File: config.mk
export PLATFORM = sky130hd
export DESIGN_NAME = seg_scan_driver
export DESIGN_NICKNAME = d
export VERILOG_FILES = /design/src/rtl/seg_scan_driver.sv
export SDC_FILE = /design/constraint.sdc
export NUM_CORES = 1
export LEC_CHECK = 0
export ABC_AREA = 1
export BUFFER_PORTS_ARGS = -buffer_cell sky130_fd_sc_hd__buf_2
export CAP_MARGIN = 20
export CORE_UTILIZATION = 41
export DETAILED_ROUTE_END_ITERATION = 7
export GPL_ROUTABILITY_DRIVEN = 0
export REMOVE_ABC_BUFFERS = 1
export SLEW_MARGIN = 15
export SYNTH_ARGS = -nofsm -noshare
export SYNTH_HDL_FRONTEND = slang
export SYNTH_SLANG_ARGS = --single-unit
File: constraint.sdc
create_clock -name clk -period 5 [get_ports clk]
set_input_delay 1 -clock clk [delete_from_list [all_inputs] [get_ports clk]]
set_output_delay 1 -clock clk [all_outputs]
set_load 0.05 [all_outputs]
File: src/rtl/seg_scan_driver.sv
// rtl/seg_scan_driver.sv - multiplexed 7-segment driver with sequential binary-to-BCD conversion
// Converts one value at a time (double-dabble) and scans N_DIGITS digits at a fixed dwell.
module seg_scan_driver #(
  parameter int CLK_HZ      = 50000000,
  parameter int SCAN_HZ     = 1000,
  parameter int N_DIGITS    = 8,
  parameter int DATA_W      = 20,
  parameter bit SEG_ACT_LOW = 1'b1,
  parameter bit SEL_ACT_LOW = 1'b0
) (
  input  logic                clk,
  input  logic                rstn,
  input  logic [DATA_W-1:0]   data_in,
  input  logic                data_vld,
  output logic                data_rdy,
  input  logic                dp_en,
  input  logic [2:0]          dp_pos,
  input  logic                blank_lz,
  output logic [N_DIGITS-1:0] sel,
  output logic [7:0]          seg
);

  function automatic logic [63:0] pow10(input int n);
    logic [63:0] p;
    p = 64'd1;
    for (int k = 0; k < n; k++) p = p * 64'd10;
    return p;
  endfunction

  localparam int DWELL = CLK_HZ / SCAN_HZ;
  localparam int CW    = (DWELL > 2) ? $clog2(DWELL) : 1;
  localparam int IW    = $clog2(N_DIGITS);
  localparam int BW    = 4 * N_DIGITS;
  localparam int KW    = $clog2(DATA_W + 1);
  localparam logic [63:0] MAX_VAL = pow10(N_DIGITS) - 64'd1;
  localparam logic [7:0] SEG_INV = SEG_ACT_LOW ? 8'hFF : 8'h00;
  localparam logic [N_DIGITS-1:0] SEL_INV = SEL_ACT_LOW ? {N_DIGITS{1'b1}} : {N_DIGITS{1'b0}};
  localparam logic [N_DIGITS-1:0] SEL_ONE = {{(N_DIGITS-1){1'b0}}, 1'b1};

  typedef enum logic [1:0] {IDLE, SHIFT, LOAD} state_t;

  state_t            state;
  logic [DATA_W-1:0] bin_sh;
  logic [BW-1:0]     bcd;
  logic              ovf_cv;
  logic [KW-1:0]     bit_cnt;
  logic [BW-1:0]     disp_bcd;
  logic              disp_ovf;

  logic [BW-1:0]     bcd_adj;
  logic [BW-1:0]     bcd_nxt;
  logic [DATA_W-1:0] bin_nxt;
  logic              in_ovf;

  assign in_ovf = {{(64-DATA_W){1'b0}}, data_in} > MAX_VAL;

  // Double-dabble step: correct every nibble >= 5, then shift {bcd,bin} left by one.
  always_comb begin
    bcd_adj = bcd;
    for (int i = 0; i < N_DIGITS; i++) begin
      if (bcd[4*i +: 4] >= 4'd5) bcd_adj[4*i +: 4] = bcd[4*i +: 4] + 4'd3;
    end
    bcd_nxt = {bcd_adj[BW-2:0], bin_sh[DATA_W-1]};
    bin_nxt = {bin_sh[DATA_W-2:0], 1'b0};
  end

  always_ff @(posedge clk or negedge rstn) begin
    if (!rstn) begin
      state    <= IDLE;
      data_rdy <= 1'b1;
      bin_sh   <= '0;
      bcd      <= '0;
      ovf_cv   <= 1'b0;
      bit_cnt  <= '0;
      disp_bcd <= '0;
      disp_ovf <= 1'b0;
    end else begin
      case (state)
        IDLE: begin
          if (data_vld) begin
            bin_sh   <= data_in;
            bcd      <= '0;
            ovf_cv   <= in_ovf;
            bit_cnt  <= '0;
            data_rdy <= 1'b0;
            state    <= SHIFT;
          end
        end
        SHIFT: begin
          bcd     <= bcd_nxt;
          bin_sh  <= bin_nxt;
          bit_cnt <= bit_cnt + 1'b1;
          if (bit_cnt == KW'(DATA_W - 1)) state <= LOAD;
        end
        LOAD: begin
          disp_bcd <= bcd;
          disp_ovf <= ovf_cv;
          data_rdy <= 1'b1;
          state    <= IDLE;
        end
        default: begin
          data_rdy <= 1'b1;
          state    <= IDLE;
        end
      endcase
    end
  end

  logic [CW-1:0] dwell_cnt;
  logic [IW-1:0] idx;

  always_ff @(posedge clk or negedge rstn) begin
    if (!rstn) begin
      dwell_cnt <= '0;
      idx       <= '0;
    end else if (dwell_cnt == CW'(DWELL - 1)) begin
      dwell_cnt <= '0;
      idx       <= (idx == IW'(N_DIGITS - 1)) ? '0 : idx + 1'b1;
    end else begin
      dwell_cnt <= dwell_cnt + 1'b1;
    end
  end

  logic [N_DIGITS-1:0] zero_from;
  logic                run_zero;
  logic [3:0]          cur_nib;
  logic                cur_zero;
  logic [2:0]          idx3;
  logic [2:0]          lz_lim;
  logic                blank;
  logic                dp_on;
  logic [6:0]          glyph;
  logic [7:0]          seg_raw;

  // zero_from[i] is set when digits i..N_DIGITS-1 of the display are all zero.
  always_comb begin
    zero_from = '0;
    run_zero  = 1'b1;
    for (int i = N_DIGITS - 1; i >= 0; i--) begin
      run_zero     = run_zero && (disp_bcd[4*i +: 4] == 4'd0);
      zero_from[i] = run_zero;
    end
  end

  always_comb begin
    cur_nib  = 4'd0;
    cur_zero = 1'b0;
    for (int i = 0; i < N_DIGITS; i++) begin
      if (idx == IW'(i)) begin
        cur_nib  = disp_bcd[4*i +: 4];
        cur_zero = zero_from[i];
      end
    end
  end

  always_comb begin
    case (cur_nib)
      4'd0:    glyph = 7'h3F;
      4'd1:    glyph = 7'h06;
      4'd2:    glyph = 7'h5B;
      4'd3:    glyph = 7'h4F;
      4'd4:    glyph = 7'h66;
      4'd5:    glyph = 7'h6D;
      4'd6:    glyph = 7'h7D;
      4'd7:    glyph = 7'h07;
      4'd8:    glyph = 7'h7F;
      4'd9:    glyph = 7'h6F;
      default: glyph = 7'h00;
    endcase
  end

  assign idx3    = 3'(idx);
  assign lz_lim  = dp_en ? dp_pos : 3'd0;
  assign blank   = blank_lz && (idx3 > lz_lim) && cur_zero;
  assign dp_on   = dp_en && (idx3 == dp_pos) && !disp_ovf;
  assign seg_raw = disp_ovf ? 8'h40 : {dp_on, (blank ? 7'h00 : glyph)};

  // sel and seg come from the same idx on the same edge so they never disagree.
  always_ff @(posedge clk or negedge rstn) begin
    if (!rstn) begin
      sel <= SEL_ONE ^ SEL_INV;
      seg <= SEG_INV;
    end else begin
      sel <= (SEL_ONE << idx) ^ SEL_INV;
      seg <= seg_raw ^ SEG_INV;
    end
  end

endmodule
Word-level counts from Yosys, hierarchy flattened
Memory sizes are Yosys's and may differ from the RTL's.
Index checks and enable logic that the tools add are counted.
{"block": "op_classes", "eq_ne": 14, "addsub": 11, "n_reduce_logical": 24, "n_lt_le_gt_ge": 9, "div": 0, "multipliers": 0, "shift": 1, "muxes": 39, "n_bitwise": 2}
{"op": "32-bit case mux with 2 select lines", "count": 1}
{"op": "4-bit 2-to-1 mux", "count": 15}
{"op": "20-bit case mux with 2 select lines", "count": 1}
{"op": "4-bit by 3-bit >= comparator with 1-bit output, second input constant", "count": 8}
{"op": "4-bit logical NOT", "count": 8}
{"op": "32-bit 2-to-1 mux", "count": 1}
{"op": "4-bit by 2-bit adder with 4-bit output, second input constant", "count": 7}
{"op": "20-bit 2-to-1 mux", "count": 1}
{"op": "16-bit by 1-bit adder with 16-bit output, second input constant", "count": 1}
{"op": "16-bit == test, second input constant", "count": 1}
{"op": "16-bit 2-to-1 mux", "count": 1}
{"op": "3-bit == test, second input constant", "count": 4}
{"op": "1-bit logical AND", "count": 10}
{"op": "5-bit case mux with 2 select lines", "count": 1}
{"op": "1-bit 2-to-1 mux", "count": 9}
{"op": "3-bit 2-to-1 mux", "count": 3}
{"op": "8-bit inverter", "count": 1}
{"op": "1-bit by 3-bit left shift with 8-bit output, first input constant", "count": 1}
{"op": "7-bit 2-to-1 mux", "count": 1}
{"op": "3-bit by 2-bit == test with 1-bit output, second input constant", "count": 2}
{"op": "2-bit AND reduction", "count": 3}
{"op": "5-bit by 1-bit adder with 5-bit output, second input constant", "count": 1}
{"op": "5-bit == test, second input constant", "count": 1}
{"op": "5-bit 2-to-1 mux", "count": 1}
{"op": "15 further kinds", "count": 17}
{"block": "word_totals", "rom_bits": 112, "n_memories": 1, "in_bits": 28, "regBits": 127, "latch_bits": 0, "out_inout_bits": 17, "mem_bits_rw": 0}
{"name": "(name not given)", "words": 16, "word_bits": 7, "read_ports": 1, "rd_clocked_by_memory_dff": 0, "write_ports": 0, "line": "157", "rtl": "case (cur_nib)"}

Logic depth before layout (Yosys ltp)
{"block": "logic_depth", "depth_word": 19, "depth_mapped": 21, "mapped_depth_nobuf": 21}

Least setup slack after synthesis
OpenSTA, ideal clock, no wires.
{"block": "synth_path", "path_kind": "register to register", "startpoint": "reg idx[1]", "endpoint": "reg seg[3]", "period_less_slack_ns": 2.248, "t_arrival_ns": 2.165, "path_stages_with_launch": 21, "required_time_ns": 4.918, "n_path_buf": 0, "slack_ns": 2.752, "setup_time_ns": 0.082, "path_cell_list": "dfrtp_1 inv_1 ha_1 inv_2 nor2_4 nand2_1 nand3_1 o21ai_0 a21oi_1 a21oi_1 o21bai_1 nand2_1 nand2_1 inv_1 ha_1 nand2_1 nand2_1 nand2_1 nand2_1 inv_1 nand2_1"}
{"block": "synth_via", "elab_chain_len": 12, "elab_cells_between_ends": 30, "cone_classes": "1 x order compare; 7 x eq/ne; 17 x mux; 1 x bitwise; 3 x reduce/logical; 1 x memory"}
{"item": "from (decl)", "line": "110", "rtl": "logic [IW-1:0] idx;"}
{"item": "from (signal assigned)", "line": "118", "rtl": "idx <= (idx == IW'(N_DIGITS - 1)) ? '0 : idx + 1'b1;"}
{"item": "3-bit logical NOT", "line": "149", "rtl": "if (idx == IW'(i)) begin"}
{"item": "4-bit 2-to-1 mux / 1-bit 2-to-1 mux (equally long branches) (8 in a row)", "line": "149"}
{"item": "memory 16 x 7 bit / 1-bit logical AND (equally long branches)"}
{"item": "7-bit 2-to-1 mux *", "line": "176", "rtl": "assign seg_raw = disp_ovf ? 8'h40 : {dp_on, (blank ? 7'h00 : glyph)};"}
{"item": "8-bit inverter (no line) *"}
{"item": "to (signal assigned)", "line": "185", "rtl": "seg <= seg_raw ^ SEG_INV;"}
{"item": "to (decl)", "line": "20", "rtl": "output logic [7:0] seg"}
Mark *: on every way between the ends. The rest lies on a longest branch, timed or not.
A chain may end at the register's enable or synchronous reset.

Final worst setup path
{"block": "layout_path", "startpoint": "reg idx[2]", "endpoint": "reg seg[1]"}
Same word-level chain as after synthesis.

==> results.toml <==
[run_status]
outcome = "completed"

[logic_synthesis]
synth_top_area_share_pct = 44.7
synthDistinctLibCells = 45
syn_area_per_cell_um2 = 8.25
syn_area_mm2 = 0.00655
synth_area_leaders = "dfrtp_1 (45%), nand2_1 (12%), o21ai_0 (6.6%)"
yosysSeqAreaShare_pct = 48.7
synth_edf_count = 0
synthCells = 794
synthArstFlopShare_pct = 100
synth_warnings = 0
synth_area_leader_cell = "dfrtp_1"
ys_seq_elements = 127
synth_ff_type = "dfrtp_1"

[worst_setup_path]
cp.buffers_inverters = 4
cp_slowest_cell = "dfrtp_1"
critical_path_arrival_ns = 3.06
endpoint_kind = "flip-flop"
crit_path_cell_trace = "inv_6 -> ha_1 -> inv_1 -> o21ai_0 -> a21oi_1 -> a21oi_1 -> o21bai_1 -> nand2_1 -> nand2_1 -> inv_1 -> ha_1 -> inv_1 -> nand2_1 -> nor2_1 -> nor2_1 -> nand2_1"
cp_slowest_stage_delay_ns = 0.73
required_ns = 5.34
cpMostUsedCell = "nand2_1"
critPathMaxFanout = 10
cp-start-kind = "flip-flop"
critical_path_class = "reg2reg"
crit_family = "flip-flops"
rrSetupSlack_ns = 2.28

[timing]
setup_viol = 0
whs_ns = 0.470
setup_tns_ns = 0
slew_viol_final = 0
fmax_mhz = 368
rsz0062_at_grt = "false"
min_period_ns = 2.72
worst_pin_slew_ns = 0.865
finalHoldViolCount = 0
fin_crit_sh_pct = 54.4
slew_headroom_pct = 42.4
final.setup_skew_ns = 0.00920

[clocking]
tritoncts = "built"
h-tree-depth = 4
cts_buffer_depth = 2
ctsResizeCount = 0
cts_root_buf = "clkbuf_16"
postCtsSetupBuffers = 0
clock_latency_ns = 0.42
cts_buffers = 17
hold_buffers = 0
cts.sinks = 127
clk_pin_slew_ns = 0.05

[floorplanning]
core-area_mm2 = 0.0154
io_pins = 45
dieArea_mm2 = 0.0165
core.rowCount = 45
initial_core_util_pct = 42.6
die_w_um = 128
die_y_um = 128

[pwr]
intPower_uw = 2810
clockPowerShare_pct = 31.1
combinationalPowerShare_pct = 33.8
ir_drop_uv = 280
pwr-share-seq_pct = 35.1
p_sw_share_pct = 37.4
p_leak_uw = 0.00383
power.switching_uw = 1680
cellPowerDensity_mw_per_mm2 = 584

[placement]
dpl.hpwl_mm = 8.81
io_buffers = 44

[routing]
wl_per_cell_um = 12.3
antenna_left = 0
drt_iter0_drc = 295
viasPerCell = 4.77
firstDrtPassIters = 4
drc = 0
vias = 5080
wl_mm = 13.1

[layout]
drive_gt1_share_pct = 14.3
antenna_cells = 0
mostFrequentLayoutCell = "nand2_1"
nets = 903
final_cell_mix = "nand2_1 (204), dfrtp_1 (117), inv_1 (107), o21ai_0 (87), nor2_1 (52)"
area_growth_pct = 17.3

[grt]
gr-total-overflow = 0
antenna_found_initial = 0
grtUsageTotal_pct = 17.6
grt_pass1_wl_mm = 22.8
grt_pass1_vias = 4868
grt_max_degree = 69

[worst_hold_path]
hp-class = "reg2reg"

[job]
max-cap-violations = 0
[through the flow]
step / util [%] / power [µW] / setup WS [ns] / instances / cell area (µm²)
after global routing: 50.0 / 4850 / 2.02 / 1066 / 7680
final: 50.0 / 4490 / 2.28 / 1066 / 7680
after detailed placement: 45.5 / 3100 / 1.91 / 1033 / 6990
after CTS: 49.9 / 4520 / 2.28 / 1065 / 7660
after global placement: 45.5 / 3090 / 2.01 / 1033 / 6990
after floorplan: - / 2690 / 1.59 / 773 / 6460
[worst reg2reg max path, stage by stage, from the launching register on]
cell      delay, ns
dfrtp_1        0.73
inv_6          0.09
ha_1           0.27
inv_1          0.20
o21ai_0        0.10
a21oi_1        0.14
a21oi_1        0.06
o21bai_1       0.14
nand2_1        0.07
nand2_1        0.11
inv_1          0.10
ha_1           0.30
inv_1          0.05
nand2_1        0.07
nor2_1         0.05
nor2_1         0.11
nand2_1        0.06
[state kept, by name, indices dropped and copies added (netlist names)]
signal     cells
bcd           32
disp_bcd      32
bin_sh        20
dwell_cnt     16
seg            8
sel            8
bit_cnt        5
idx            3
state          2
data_rdy       1
[synthesized netlist by cell type (3+ instances only)]
master,instances
nor4_1,5
a21oi_1,12
nor2_1,53
o21ai_0,87
o32ai_1,7
dfstp_2,10
inv_1,107
clkbuf_1,18
dfrtp_1,117
o22ai_1,10
nor3_1,6
nand3_1,45
nor2_2,3
nand2_1,204
nand2_2,5
ha_1,33
nand2_4,3
nand4_1,7
a22oi_1,15
inv_2,7
xor2_1,9
[logic make-up after synthesis]
group	Yosys count	synth area share, %
DFF	127	48.7
adders and majority gates	33	6.30
xor gates and xnor gates	11	1.47
AOI/OAI and AO/OA	144	12.7
muxes	1	0.153
and+or+nand+nor	339	22.4
buffers and inverters	139	8.23
[power groups by stage]
| stage | registers [µW] | logic (µW) | clock network, µW |
|---|---|---|---|
| floorplan | 1640 | 1040 | 0 |
| detailed placement | 1590 | 1520 | 0 |
| global route | 1620 | 1770 | 1470 |
| finish | 1580 | 1520 | 1390 |
| CTS | 1580 | 1520 | 1420 |
| global placement | 1590 | 1500 | 0 |
[cell type report]
type                       count  area (µm²)
timing repair buffer          50         275
sequential                   127        3190
multi-input combinational    528        2830
clock inverter                12         204
fill                        1490        7690
tap                          211         264
inverter                     118         452
clock buffer                  20         467
[final timing paths]
path	from	endpoint	depth (start not counted)
worst max-delay path	idx[2]$_DFFE_PN0N_	seg[1]$_DFF_PN1_	16
worst min-delay path	dwell_cnt[0]$_DFF_PN0_	dwell_cnt[0]$_DFF_PN0_	1
worst max register to register	idx[2]$_DFFE_PN0N_	seg[1]$_DFF_PN1_	16
worst min register to register	dwell_cnt[0]$_DFF_PN0_	dwell_cnt[0]$_DFF_PN0_	1
max in group asynchronous	rstn	data_rdy$_DFFE_PN1P_	2
min in group asynchronous	rstn	dwell_cnt[11]$_DFF_PN0_	1
[routing by layer]
layer / vias up / global-route usage, % / wire length, µm
met5: - / 0 / 0
met4: 0 / 6.09 / 172
met3: 13 / 4.86 / 466
met2: 92 / 26.1 / 5580
met1: 2312 / 24.8 / 6880
li1: 2663 / - / -
Note: power is estimated with default switching activity, not from simulation.
